==> src/rtl/video_cfg_pkg.sv <==
// Shared definitions for the raster timing configuration block: register map,
// CTRL/STATUS bit positions, commit FSM states and the trim bundle.
package video_cfg_pkg;

    localparam logic [2:0] REG_OFFSET = 3'd0;
    localparam logic [2:0] REG_WIDTH  = 3'd1;
    localparam logic [2:0] REG_CTRL   = 3'd2;
    localparam logic [2:0] REG_RASTER = 3'd3;
    localparam logic [2:0] REG_STATUS = 3'd4;

    localparam int CTRL_VBL_EN     = 0;
    localparam int CTRL_RAS_EN     = 1;
    localparam int CTRL_COMMIT_REQ = 2;
    localparam int CTRL_COMMIT_NOW = 3;

    localparam int STAT_VBL_PEND = 0;
    localparam int STAT_RAS_PEND = 1;
    localparam int STAT_ARMED    = 2;

    typedef enum logic [1:0] {
        CMT_IDLE  = 2'd0,
        CMT_ARMED = 2'd1,
        CMT_APPLY = 2'd2
    } commit_state_e;

    typedef struct packed {
        logic signed [3:0] vs_ofs;
        logic signed [3:0] hs_ofs;
        logic signed [3:0] vs_w;
        logic signed [3:0] hs_w;
    } trim_t;

endpackage

==> src/rtl/vid_irq_cell.sv <==
// One interrupt source: sticky pending bit with W1C acknowledge and a
// registered level interrupt gated by its enable.
module vid_irq_cell (
    input  logic clk,
    input  logic reset,
    input  logic set,
    input  logic ack,
    input  logic en,
    output logic pend,
    output logic irq
);

    logic pend_d, pend_q;
    logic irq_d, irq_q;

    // Next pending/irq: a set in the same cycle as an acknowledge must not be lost.
    always_comb begin
        pend_d = pend_q;
        if (set) begin
            pend_d = 1'b1;
        end else if (ack) begin
            pend_d = 1'b0;
        end else begin
            pend_d = pend_q;
        end
        irq_d = pend_q & en;
    end

    // Pending and interrupt flops.
    always_ff @(posedge clk) begin
        if (reset) begin
            pend_q <= 1'b0;
            irq_q  <= 1'b0;
        end else begin
            pend_q <= pend_d;
            irq_q  <= irq_d;
        end
    end

    assign pend = pend_q;
    assign irq  = irq_q;

endmodule

==> src/rtl/video_timing_cfg.sv <==
// CPU register block for the raster timing generator: staged trims committed at
// vblank start, vblank and raster-line interrupts. Raster compare needs RASTER_IRQ_EN.
module video_timing_cfg
    import video_cfg_pkg::*;
#(
    parameter logic signed [3:0] HS_OFS_DEF  = 4'sd0,
    parameter logic signed [3:0] VS_OFS_DEF  = 4'sd0,
    parameter logic signed [3:0] HS_W_DEF    = 4'sd0,
    parameter logic signed [3:0] VS_W_DEF    = 4'sd0,
    parameter logic [8:0]        RASTER_HPOS = 9'd256
) (
    input  logic              clk,
    input  logic              reset,
    input  logic              clk_pix,
    input  logic [8:0]        hc,
    input  logic [8:0]        vc,
    input  logic              vbl,
    input  logic              cpu_cs,
    input  logic              cpu_we,
    input  logic [2:0]        cpu_addr,
    input  logic [15:0]       cpu_din,
    output logic [15:0]       cpu_dout,
    output logic signed [3:0] hs_offset,
    output logic signed [3:0] vs_offset,
    output logic signed [3:0] hs_width,
    output logic signed [3:0] vs_width,
    output logic              irq_vbl,
    output logic              irq_raster
);

`ifdef RASTER_IRQ_EN
    localparam logic RAS_ON = 1'b1;
`else
    localparam logic RAS_ON = 1'b0;
`endif

    localparam trim_t TRIM_DEF = '{vs_ofs: VS_OFS_DEF, hs_ofs: HS_OFS_DEF,
                                   vs_w: VS_W_DEF, hs_w: HS_W_DEF};

    trim_t         staged_d, staged_q, live_d, live_q;
    commit_state_e state_d, state_q;
    logic          vbl_en_d, vbl_en_q, ras_en_d, ras_en_q;
    logic [8:0]    raster_d, raster_q;
    logic [15:0]   dout_d, dout_q, rdata_s;
    logic          vbl_dly_q;
    logic          wr_s, rd_s, ctrl_wr_s, stat_wr_s, rise_s, ras_hit_s;
    logic          vbl_pend_s, vbl_irq_s, ras_pend_s, ras_irq_s;
    logic          unused_din_s;

    assign wr_s      = cpu_cs & cpu_we;
    assign rd_s      = cpu_cs & ~cpu_we;
    assign ctrl_wr_s = wr_s & (cpu_addr == REG_CTRL);
    assign stat_wr_s = wr_s & (cpu_addr == REG_STATUS);
    assign rise_s    = vbl & ~vbl_dly_q;
    assign ras_hit_s = RAS_ON & clk_pix & (hc == RASTER_HPOS) & (vc == raster_q);
    assign unused_din_s = ^cpu_din[15:9];

    // Register writes and commit sequencing; live trims only move in APPLY.
    always_comb begin
        staged_d = staged_q;
        live_d   = live_q;
        vbl_en_d = vbl_en_q;
        ras_en_d = ras_en_q;
        raster_d = raster_q;
        state_d  = state_q;
        if (wr_s) begin
            case (cpu_addr)
                REG_OFFSET: begin
                    staged_d.vs_ofs = cpu_din[7:4];
                    staged_d.hs_ofs = cpu_din[3:0];
                end
                REG_WIDTH: begin
                    staged_d.vs_w = cpu_din[7:4];
                    staged_d.hs_w = cpu_din[3:0];
                end
                REG_CTRL: begin
                    vbl_en_d = cpu_din[CTRL_VBL_EN];
                    ras_en_d = RAS_ON & cpu_din[CTRL_RAS_EN];
                end
                REG_RASTER: begin
                    if (RAS_ON) begin
                        raster_d = cpu_din[8:0];
                    end else begin
                        raster_d = raster_q;
                    end
                end
                default: begin
                    staged_d = staged_q;
                end
            endcase
        end else begin
            staged_d = staged_q;
        end

        case (state_q)
            CMT_IDLE: begin
                if (ctrl_wr_s && cpu_din[CTRL_COMMIT_REQ]) begin
                    state_d = CMT_ARMED;
                end else begin
                    state_d = CMT_IDLE;
                end
            end
            CMT_ARMED: begin
                if (rise_s) begin
                    state_d = CMT_APPLY;
                end else begin
                    state_d = CMT_ARMED;
                end
            end
            CMT_APPLY: begin
                live_d  = staged_q;
                state_d = CMT_IDLE;
            end
            default: begin
                state_d = CMT_IDLE;
            end
        endcase

        // Immediate commit overrides whatever the FSM was doing.
        if (ctrl_wr_s && cpu_din[CTRL_COMMIT_NOW]) begin
            state_d = CMT_APPLY;
        end else begin
            state_d = state_d;
        end
    end

    // Read mux and registered read data.
    always_comb begin
        rdata_s = 16'h0000;
        case (cpu_addr)
            REG_OFFSET: rdata_s = {8'h00, staged_q.vs_ofs, staged_q.hs_ofs};
            REG_WIDTH:  rdata_s = {8'h00, staged_q.vs_w, staged_q.hs_w};
            REG_CTRL:   rdata_s = {13'h0000, (state_q != CMT_IDLE), ras_en_q, vbl_en_q};
            REG_RASTER: rdata_s = {7'h00, raster_q};
            REG_STATUS: rdata_s = {3'b000, vc, 1'b0, (state_q == CMT_ARMED), ras_pend_s, vbl_pend_s};
            default:    rdata_s = 16'h0000;
        endcase
        if (rd_s) begin
            dout_d = rdata_s;
        end else begin
            dout_d = dout_q;
        end
    end

    // All block state.
    always_ff @(posedge clk) begin
        if (reset) begin
            staged_q  <= TRIM_DEF;
            live_q    <= TRIM_DEF;
            vbl_en_q  <= 1'b0;
            ras_en_q  <= 1'b0;
            raster_q  <= 9'd0;
            state_q   <= CMT_IDLE;
            dout_q    <= 16'h0000;
            vbl_dly_q <= 1'b0;
        end else begin
            staged_q  <= staged_d;
            live_q    <= live_d;
            vbl_en_q  <= vbl_en_d;
            ras_en_q  <= ras_en_d;
            raster_q  <= raster_d;
            state_q   <= state_d;
            dout_q    <= dout_d;
            vbl_dly_q <= vbl;
        end
    end

    vid_irq_cell u_vbl_irq (
        .clk   (clk),
        .reset (reset),
        .set   (rise_s),
        .ack   (stat_wr_s & cpu_din[STAT_VBL_PEND]),
        .en    (vbl_en_q),
        .pend  (vbl_pend_s),
        .irq   (vbl_irq_s)
    );

    vid_irq_cell u_ras_irq (
        .clk   (clk),
        .reset (reset),
        .set   (ras_hit_s),
        .ack   (stat_wr_s & cpu_din[STAT_RAS_PEND]),
        .en    (ras_en_q),
        .pend  (ras_pend_s),
        .irq   (ras_irq_s)
    );

    assign cpu_dout   = dout_q;
    assign hs_offset  = live_q.hs_ofs;
    assign vs_offset  = live_q.vs_ofs;
    assign hs_width   = live_q.hs_w;
    assign vs_width   = live_q.vs_w;
    assign irq_vbl    = vbl_irq_s;
    assign irq_raster = RAS_ON & ras_irq_s;

endmodule

==> config.mk <==
export PLATFORM = sky130hd
export DESIGN_NAME = video_timing_cfg
export DESIGN_NICKNAME = d
export VERILOG_FILES = /design/src/rtl/video_cfg_pkg.sv /design/src/rtl/vid_irq_cell.sv /design/src/rtl/video_timing_cfg.sv
export SDC_FILE = /design/constraint.sdc
export NUM_CORES = 1
export LEC_CHECK = 0
export CAP_MARGIN = 20
export CORE_ASPECT_RATIO = 0.5
export CORE_MARGIN = 4
export CORE_UTILIZATION = 47
export CTS_BUF_LIST = sky130_fd_sc_hd__clkbuf_16
export CTS_CLUSTER_DIAMETER = 40
export DETAILED_ROUTE_END_ITERATION = 12
export PLACE_DENSITY = 0.88
export SKIP_CTS_REPAIR_TIMING = 1
export SLEW_MARGIN = 20
export SYNTH_ARGS = -nofsm -noshare
export SYNTH_HDL_FRONTEND = slang
export SYNTH_SLANG_ARGS = --single-unit
==> constraint.sdc <==
create_clock -name clk -period 2.8 [get_ports clk]
set_input_delay 0.28 -clock clk [delete_from_list [all_inputs] [get_ports clk]]
set_output_delay 0.28 -clock clk [all_outputs]
set_load 0.01 [all_outputs]
==> results.md, run 1 <==
* # clock sinks at 51
* Final setup vio count at 0
* Slew HR at 53.1%
* Top cells by area, synth: dfxtp_1 (50%), mux2i_1 (11%), nand2_1 (6.9%), nor2_1 (5.1%), a21oi_1 (4.1%)
* TritonRoute pass-1 iters at 4
* Top FF cell, synth: dfxtp_1
* Initial antenna violation count at 0
* Final hold violations at 0
* Nets at 319
* RSZ-0062 raised after global routing: no
* Width of the die at 102 um
* Port buffer count at 54
* Yosys cell types at 32
* Post-synth EDFFs at 0
* Largest delay share family, worst path: simple AND/OR/NAND/NOR gates
* #FFs+latches synth at 51
* R2R Path Start: state_q[0]
* Adder-cell area share of the yosys netlist at 0.486%
* Slew Limit Fails at 0
* First-iteration detailed-routing DRC count at 74
* Cell Rows at 16
* Synth top area share at 49.6%
* Max-capacitance violation count at 0
* Crit-path cells: clkdlybuf4s50_1 > buf_4 > nand3b_4 > or3b_1 > mux2i_1 > nor2_1
* Die Y at 54.8 um
* R2r endpoint: hs_width[1]
* Synth Area in Simple Gates at 19.0%
* Critical path fanouts, max at 14
* Highest clock rate at 0.525 GHz
* Fin crit share at 68.1%
* Placed Area at 2620 um2
* Worst-path clk slew at 0.06 ns
* Antenna Cells at 0
* IO Pins at 77
* Worst R2R Setup Slack at 1.47 ns
* Critical Setup Path Class: in -> reg
* Vias at 1,768
* Die area at 5570 um2
* GR Layer Usage met3 at 4.45%
* Leakage at 1.03 nW
* Cts bufs inserted at 5
* H-tree levels at 2
* PD cells at 522 nW/um2
* Final WL at 5480 um
* Synthesized instance count at 226
* Complex-gate fraction of the synthesized area at 14.0%
* Pin count of the biggest net entering global routing at 39
* CP Launch Point: cpu_addr[2]
* Setup Total Neg Slack at 0 ns
* Worst EP required at 2.96 ns
* R2R cell count at 3
* Synth async-reset ratio at 0%
* Met1 usage in global routing at 25.4%
* Vias in the first global route at 1,710
* Final Cell Area at 2770 um2
* Share of cells above drive strength 1 at 6.50%
* Minimum clock period at 1.91 ns
* Most used routing layer in global routing: met2
* CTS tree: yes
* Met2 usage at 36.5%
* Largest stage delay, worst path at 0.61 ns
* Area Overhead vs Synth at 34.4%
* Startpoint types: primary input
* Worst ir drop on vdd at 0.000324 V
* Vias per cell at 5.34
* CP Capture Point: staged_q[0]
* Clock latency on the worst-skew pair at 0.29 ns
* Post-DP HPWL at 3810 um
* Synthesized area per cell at 9.11 um2
* Status: finished, final reports clean
* CP bufs+invs at 2
* Slew @ Worst Pin at 0.702 ns
* Yosys top cell by area: dfxtp_1
* CP endpoint kind: flip-flop
* CP arrival at 2.07 ns
* Core Footprint at 4060 um2
* Worst Skew at 0.00421 ns
* Min-Delay Path Class: reg -> reg
* CP Depth at 6
* GPL Wtd Cong at 0.826
* Post-Synthesis Cell Area at 2060 um2
* XOR/XNOR Fraction of Synth Area at 0%
* Mux cell area share after synthesis at 11.8%
* ANT nets after route at 0
* Total gr overflow at 0
* Tot GR Track Use at 20.6%
* Root Buffer: clkbuf_16
* Post-route DRC violation count at 0
* Wire length per cell at 16.6 um
* Filler cells at 298
* First-pass GRT wire length at 8580 um
* Critical path's slowest cell: or3b_1
* Post-synthesis sequential area ratio at 49.6%
* Longest Clk Path Bufs at 2
* Starting density of the core at 50.6%
* Yosys warning total at 0
* Largest family of logic cells by synthesized area: simple AND/OR/NAND/NOR gates
stage by stage:
step | hold WS, ns | utilization [%] | worst slack (ns) | std cells | power (mW)
3_5_place_dp | 0.447 | 64.5 | 0.671 | 323 | 0.859
4_1_cts | 0.456 | 68.1 | 0.932 | 331 | 1.44
5_1_grt | 0.472 | 68.1 | 0.801 | 331 | 1.48
6_report | 0.454 | 68.1 | 0.894 | 331 | 1.44
2_1_floorplan | 0.380 | - | 1.50 | 229 | 0.808
3_3_place_gp | 0.439 | 64.5 | 0.751 | 323 | 0.857
routing by layer:
layer	share of wire, %	vias up	wire length (um)
met4	1.5	0	80
met1	44	842	2420
met3	5.9	10	323
met5	0	-	0
li1	-	866	-
met2	49	50	2660
cell usage in the layout, fill, tap and decap left out, types with 2 or more instances in the layout:
| cell type | Yosys | routed |
|---|---|---|
| nand2_1 | 38 | 38 |
| buf_4 | 4 | 5 |
| inv_1 | 2 | 2 |
| nor2_1 | 28 | 28 |
| a32oi_1 | 2 | 2 |
| conb_1 | 1 | 4 |
| nor2b_1 | 6 | 6 |
| dfxtp_1 | 51 | 51 |
| a21oi_1 | 17 | 17 |
| a22oi_1 | 8 | 8 |
| mux2i_1 | 22 | 22 |
| mux2_2 | 2 | 2 |
| nor3_1 | 2 | 2 |
| nand2b_1 | 3 | 3 |
| clkinvlp_4 | 0 | 2 |
| clkbuf_16 | 0 | 5 |
| a22o_1 | 6 | 6 |
| clkdlybuf4s50_1 | 0 | 54 |
| o21ai_0 | 6 | 6 |
tightest hold or removal path, cell delays in order (launching register included):
cell and delay (ns):
dfxtp_1 0.31, nand2_1 0.05, a21oi_1 0.05
worst min-delay path by stage:
stage,from,to,slack [ns],depth (start not counted)
4_1_cts,vs_width[2],vs_width[2],0.46,2
2_1_floorplan,cpu_din[3],state_q[0],0.38,1
5_1_grt,vs_width[2],vs_width[2],0.47,2
3_3_place_gp,u_vbl_irq.pend,u_vbl_irq.irq,0.44,2
3_5_place_dp,vs_offset[2],vs_offset[2],0.45,2
6_report,vs_width[2],vs_width[2],0.45,2
state kept, by name, summed over array words and instances, names as in the netlist:
name	flops
vs_offset	4
u_vbl_irq.pend	1
state_q	2
vbl_dly_q	1
u_vbl_irq.irq	1
hs_width	4
vs_width	4
cpu_dout	13
hs_offset	4
vbl_en_q	1
staged_q	16
area by class of cell:
class	count	area (um2)	share of cell area, %
repair buffers	59	578	20.9
multi-input cells	157	947	34.2
clock inverters	3	20.0	0.724
inverters	2	7.51	0.271
flip-flops and latches	51	1020	36.9
well taps	54	67.6	2.44
clock buffers	5	125	4.52
Yosys cell counts, types with 2 or more instances:
cell type / n
buf_1: 2
clkbuf_1: 7
nor2b_1: 6
buf_4: 4
a22oi_1: 8
dfxtp_1: 51
a21oi_1: 17
mux2i_1: 22
nor2_1: 28
nand2b_1: 3
mux2_2: 2
a22o_1: 6
a32oi_1: 2
inv_1: 2
buf_2: 6
nor3_1: 2
nand2_1: 38
o21ai_0: 6
logic make-up (layout without fill, tap and decap cells):
logic type	after synthesis	count (layout)
adder cells (fa/ha/maj)	1	1
AO/OA/AOI/OAI	44	44
AND/OR/NAND/NOR	84	84
buffers and inverters	21	69
other	1	4
flip-flops	51	51
multiplexers	24	24
power breakdown:
group | leakage (nW) | internal (mW) | switching, mW
sequential | 0.412 | 0.732 | 0.00539
combinational | 0.554 | 0.0530 | 0.0559
clock | 0.0658 | 0.329 | 0.268
No activity file was read; power rests on OpenSTA's default activity.
==> run 2, diff against run 1 <==
--- a/config.mk
+++ b/config.mk
@@ -8,11 +8,11 @@
 export CAP_MARGIN = 20
 export CORE_ASPECT_RATIO = 0.5
 export CORE_MARGIN = 4
-export CORE_UTILIZATION = 47
+export CORE_UTILIZATION = 44
 export CTS_BUF_LIST = sky130_fd_sc_hd__clkbuf_16
 export CTS_CLUSTER_DIAMETER = 40
 export DETAILED_ROUTE_END_ITERATION = 12
-export PLACE_DENSITY = 0.88
+export PLACE_DENSITY = 0.84
 export SKIP_CTS_REPAIR_TIMING = 1
 export SLEW_MARGIN = 20
 export SYNTH_ARGS = -nofsm -noshare
==> constraint.sdc (replaced) <==
create_clock -name clk -period 1.8 [get_ports clk]
set_input_delay 0.18 -clock clk [delete_from_list [all_inputs] [get_ports clk]]
set_output_delay 0.18 -clock clk [all_outputs]
set_load 0.01 [all_outputs]
==> results.md, run 2 (synthesized netlist as in run 1, its figures left out) <==
* Die area at 5900 um2 (+6.0%)
* Minimum clock period at 1.50 ns
* Worst ir drop on vdd at 0.000422 V (+30%)
* CP bufs+invs at 2 (unchanged)
* P_int at 1.90 mW (+70%)
* Largest register FFs at 16 (unchanged)
* Min-Delay Path Class: reg -> reg
* Biggest register: staged_q
* Switching pwr at 515 uW (+56%)
* Cell Rows at 17 (+1)
* CTS tree: yes
* R2R cell count at 3 (unchanged)
* Startpoint types: primary input
* TritonRoute pass-1 iters at 4 (unchanged)
* CP endpoint kind: flip-flop
* WL met1 at 2410 um (-0.25%)
* Clock latency on the worst-skew pair at 0.29 ns (about the same)
* Worst-path clk slew at 0.07 ns (about the same)
* Critical path's slowest cell: clkdlybuf4s50_1
* Largest stage delay, worst path at 0.56 ns (-0.05 ns)
* Pin count of the biggest net entering global routing at 47 (+21%)
* Leakage at 1.10 nW (+6.5%)
* Worst R2R Setup Slack at 0.50 ns (-0.97 ns)
* Core Util, Final at 64.8% (-3.2 points)
* Width of the die at 105 um (+3.1%)
* GPL Wtd Cong at 0.849 (+2.7%)
* Worst Skew at 0.00297 ns (-0.00123 ns)
* Met2 wire length at 2640 um (-0.98%)
* IO Pins at 77 (unchanged)
* Combinational Power Share at 7.8% (+0.3 points)
* Tot GR Track Use at 18.7% (-1.9 points)
* H-tree levels at 2 (unchanged)
* Final hold violations at 0 (unchanged)
* Antenna Cells at 0 (unchanged)
* Critical path fanouts, max at 8 (-6)
* Final Cell Area at 2880 um2 (+4.2%)
* Slew @ Worst Pin at 0.658 ns (-0.0443 ns)
* Final setup vio count at 0 (unchanged)
* Fin crit share at 83.6%
* Root Buffer: clkbuf_16
* Placed Area at 2710 um2 (+3.4%)
* Cts bufs inserted at 5 (unchanged)
* Worst EP required at 2.03 ns (-0.93 ns)
* Slew HR at 56.1% (+3.1 points)
* Top Layer Used: met4
* Sequential share of power at 47.5% (-3.6 points)
* PD cells at 837 nW/um2 (+60%)
* Vias at 1,809 (+2.3%)
* Wire length per cell at 15.8 um (-4.5%)
* First-iteration detailed-routing DRC count at 77 (+4.1%)
* Hold Path Depth at 2 (unchanged)
* Critical Setup Path Class: in -> reg
* Final WL at 5410 um (-1.3%)
* Die Y at 56.4 um (+2.9%)
* Post-DP HPWL at 3840 um (+0.87%)
* Commonest non-fill, non-tap cell in the layout: clkdlybuf4s50_1
* Net Sw Frac at 21.3% (-1.5 points)
* Longest Clk Path Bufs at 2 (unchanged)
* CP Capture Point: cpu_dout[5]
* Nets at 327 (+2.5%)
* Initial antenna violation count at 0 (unchanged)
* Status: finished, final reports clean
* Post-route DRC violation count at 0 (unchanged)
* CP arrival at 1.74 ns (-0.33 ns)
* Starting density of the core at 46.3% (-4.3 points)
* # clock sinks at 51 (unchanged)
* Port buffer count at 54 (unchanged)
* Vias in the first global route at 1,825 (+6.7%)
* Highest clock rate at 0.665 GHz
* Max-capacitance violation count at 0 (unchanged)
* Filler cells at 333 (+12%)
* Area Overhead vs Synth at 40.1%
* R2R Path Start: state_q[0]
* Core Footprint at 4450 um2 (+9.4%)
* First-pass GRT wire length at 8970 um (+4.6%)
* Vias per cell at 5.29 (-0.97%)
* Crit-path cells: clkdlybuf4s50_1 > nand2b_1 > a2111oi_1 > buf_4 > a22o_1
* Slew Limit Fails at 0 (unchanged)
* Clock network fraction of total power at 44.7% (+3.3 points)
* Total gr overflow at 0 (unchanged)
* CP Depth at 5 (-1)
* ANT nets after route at 0 (unchanged)
* RSZ-0062 raised after global routing: no
* R2r endpoint: hs_offset[0]
* Most frequent cells in the layout: clkdlybuf4s50_1 (54), dfxtp_1 (51), nand2_1 (38)
* CP Launch Point: cpu_addr[1]
* Met3 wire length at 281 um (-13%)
* Largest delay share family, worst path: buffers and inverters
* Share of cells above drive strength 1 at 9.12% (+2.6 points)
## run 2: cell types whose count changed in the layout (fill, tap and decap cells not counted)
cell and change:
clkinv_4 +1, clkinvlp_4 -2, bufinv_16 +1, inv_6 +1, buf_12 +2, buf_4 +6
clkinv_2 -1
## run 2: per-layer routing
layer	GRT usage [%]	vias to the layer above
met1	24.1	858
met3	4.02	11
li1	-	884
met4	5.05	0
met2	31.7	56
met5	0	-
## run 2: layout make-up
cell class | instances | area [um2] | area share, %
inverter | 2 | 7.51 | 0.260
tap | 57 | 71.3 | 2.47
clock buffer | 5 | 125 | 4.34
sequential | 51 | 1020 | 35.4
timing repair buffer | 67 | 663 | 23.0
multi-input combinational | 157 | 947 | 32.9
clock inverter | 3 | 47.5 | 1.65
## run 2: tightest hold or removal path, cell delays in order (launching register included)
cell	delay, ns
dfxtp_1	0.32
nand2_1	0.06
nor2_1	0.03
## run 2: worst min path at each step
stage | start | to | slack, ns
2_1_floorplan | cpu_din[3] | state_q[0] | 0.28
3_3_place_gp | vbl_en_q | u_vbl_irq.irq | 0.44
3_5_place_dp | vbl_en_q | u_vbl_irq.irq | 0.45
4_1_cts | vs_width[2] | vs_width[2] | 0.46
5_1_grt | vbl_en_q | u_vbl_irq.irq | 0.48
6_report | vbl_en_q | u_vbl_irq.irq | 0.45
## run 2: power groups by stage
stage / Clock (mW) / Combinational (mW) / Sequential, mW
6_report: 1.08 / 0.189 / 1.15
5_1_grt: 1.14 / 0.201 / 1.15
3_3_place_gp: 0 / 0.180 / 1.17
4_1_cts: 1.09 / 0.187 / 1.15
2_1_floorplan: 0 / 0.0871 / 1.17
3_5_place_dp: 0 / 0.185 / 1.17
## run 2: through the flow
stage | total power [mW] | cells | worst slack, ns | setup TNS, ns | hold WS, ns
CTS | 2.42 | 342 | 0.290 | 0 | 0.457
floorplan | 1.26 | 229 | 0.598 | 0 | 0.280
global placement | 1.35 | 334 | 0.0737 | 0 | 0.444
finish | 2.41 | 342 | 0.296 | 0 | 0.455
global route | 2.49 | 342 | 0.147 | 0 | 0.476
detailed placement | 1.36 | 334 | -0.00626 | -0.00626 | 0.446
==> run 3, diff against run 2 <==
==> constraint.sdc (replaced) <==
create_clock -name clk -period 1.5 [get_ports clk]
set_input_delay 0.15 -clock clk [delete_from_list [all_inputs] [get_ports clk]]
set_output_delay 0.15 -clock clk [all_outputs]
set_load 0.01 [all_outputs]
==> results.md, run 3 (synthesized netlist as in run 1, its figures left out) <==
* Combinational Power Share at 8.9% (+1.1 points)
* P_int at 2.10 mW (+11%)
* Leakage at 1.14 nW (+3.7%)
* Area Overhead vs Synth at 42.4%
* Share of cells above drive strength 1 at 12.8% (+3.7 points)
* IO Pins at 77 (unchanged)
* Total gr overflow at 0 (unchanged)
* Port buffer count at 54 (unchanged)
* Critical path fanouts, max at 4 (-4)
* R2R cell count at 4 (+1)
* Vias in the first global route at 1,832 (+0.38%)
* Root Buffer: clkbuf_16
* ANT nets after route at 0 (unchanged)
* Fin crit share at 94.2%
* Net Sw Frac at 22.3% (+1.0 points)
* H-tree levels at 2 (unchanged)
* Tot GR Track Use at 18.6% (-0.092 points)
* Max-capacitance violation count at 0 (unchanged)
* CTS tree: yes
* First-iteration detailed-routing DRC count at 94 (+22%)
* Nets at 339 (+3.7%)
* Core Util, Final at 65.9% (+1.1 points)
* CP arrival at 1.65 ns (-0.09 ns)
* Worst ir drop on vdd at 0.000480 V (+14%)
* Switching pwr at 605 uW (+18%)
* Antenna Cells at 0 (unchanged)
* Met3 wire length at 349 um (+24%)
* Top Layer Used: met4
* Vias per cell at 5.25 (-0.77%)
* TritonRoute pass-1 iters at 4 (unchanged)
* Startpoint types: primary input
* Filler cells at 324 (-2.7%)
* Worst-path clk slew at 0.07 ns (about the same)
* First-pass GRT wire length at 8820 um (-1.7%)
* Hold Path Depth at 2 (unchanged)
* Post-route DRC violation count at 0 (unchanged)
* Worst EP required at 1.73 ns (-0.30 ns)
* Die Y at 56.4 um (unchanged)
* WL met1 at 2450 um (+1.7%)
* Die area at 5900 um2 (unchanged)
* Final setup vio count at 0 (unchanged)
* Longest Clk Path Bufs at 2 (unchanged)
* Vias at 1,858 (+2.7%)
* # clock sinks at 51 (unchanged)
* Post-DP HPWL at 4060 um (+5.6%)
* GPL Wtd Cong at 0.891 (+4.9%)
* Width of the die at 105 um (unchanged)
* RSZ-0062 raised after global routing: no
* Cts bufs inserted at 5 (unchanged)
* Clock latency on the worst-skew pair at 0.29 ns (about the same)
* Clock network fraction of total power at 40.3% (-4.4 points)
* Final WL at 5500 um (+1.7%)
* Worst Skew at 0.00603 ns (+0.00306 ns)
* Min-Delay Path Class: reg -> reg
* Pin count of the biggest net entering global routing at 36 (-23%)
* Final hold violations at 0 (unchanged)
* Core Footprint at 4450 um2 (unchanged)
* Biggest register: staged_q
* Hold slack at 0.461 ns (+0.00600 ns)
* Commonest non-fill, non-tap cell in the layout: clkdlybuf4s50_1
* Starting density of the core at 46.3% (unchanged)
* Wire length per cell at 15.5 um (-1.8%)
* Highest clock rate at 0.708 GHz
* Largest register FFs at 16 (unchanged)
* Critical Setup Path Class: in -> reg
* Sequential share of power at 50.8% (+3.3 points)
* Status: finished, final reports clean
* Cell Rows at 17 (unchanged)
* Minimum clock period at 1.41 ns
* Most frequent cells in the layout: clkdlybuf4s50_1 (54), dfxtp_1 (51), nand2_1 (38)
* CP endpoint kind: flip-flop
* Slew Limit Fails at 0 (unchanged)
* Initial antenna violation count at 0 (unchanged)
* Met2 wire length at 2620 um (-0.53%)
* PD cells at 924 nW/um2 (+10%)
run 3: changes by cell type in the layout (fill, tap and decap cells not counted), sizes merged:
cell / before / now
clkinvlp: 0 / 1
buf: 13 / 25
bufinv: 1 / 0
run 3: metrics by stage:
step	setup WS (ns)	TNS, ns	instance area (um2)	cells	total power, mW
after floorplan	0.304	0	2070	229	1.51
after global placement	-0.197	-2.92	2790	346	1.64
after detailed placement	-0.193	-3.82	2790	346	1.64
after CTS	0.0933	0	2930	354	2.72
after global routing	0.0204	0	2930	354	2.78
final	0.0872	0	2930	354	2.71
run 3: worst paths after layout:
kind / start / to / slack [ns]
worst max-delay path: cpu_cs / cpu_dout[5] / 0.09
worst min-delay path: vbl_en_q / u_vbl_irq.irq / 0.46
worst min register to register: vbl_en_q / u_vbl_irq.irq / 0.46
worst max register to register: state_q[1] / cpu_dout[2] / 0.33
run 3: routing by layer:
metal	GRT usage (%)	vias up
li1	-	902
met4	5.98	0
met5	0	-
met1	23.5	887
met2	31.9	62
met3	3.79	7
run 3: final cells by class:
cell class | instances | area (um2) | area share (%)
well taps | 57 | 71.3 | 2.43
multi-input cells | 157 | 950 | 32.4
repair buffers | 79 | 741 | 25.3
clock inverters | 3 | 16.3 | 0.555
clock buffers | 5 | 125 | 4.27
inverters | 2 | 7.51 | 0.256
flip-flops and latches | 51 | 1020 | 34.8
run 3: power by group through the flow:
stage / logic [mW] / registers (mW) / clock network, mW
floorplan: 0.105 / 1.40 / 0
global placement: 0.231 / 1.41 / 0
detailed placement: 0.237 / 1.41 / 0
CTS: 0.239 / 1.38 / 1.10
global route: 0.257 / 1.38 / 1.14
finish: 0.241 / 1.38 / 1.09
run 3: critical path, cell delays in order:
cell and delay [ns]:
clkdlybuf4s50_1 0.54, buf_4 0.14, nand2b_1 0.09, a2111oi_1 0.40
buf_4 0.21, a22o_1 0.12
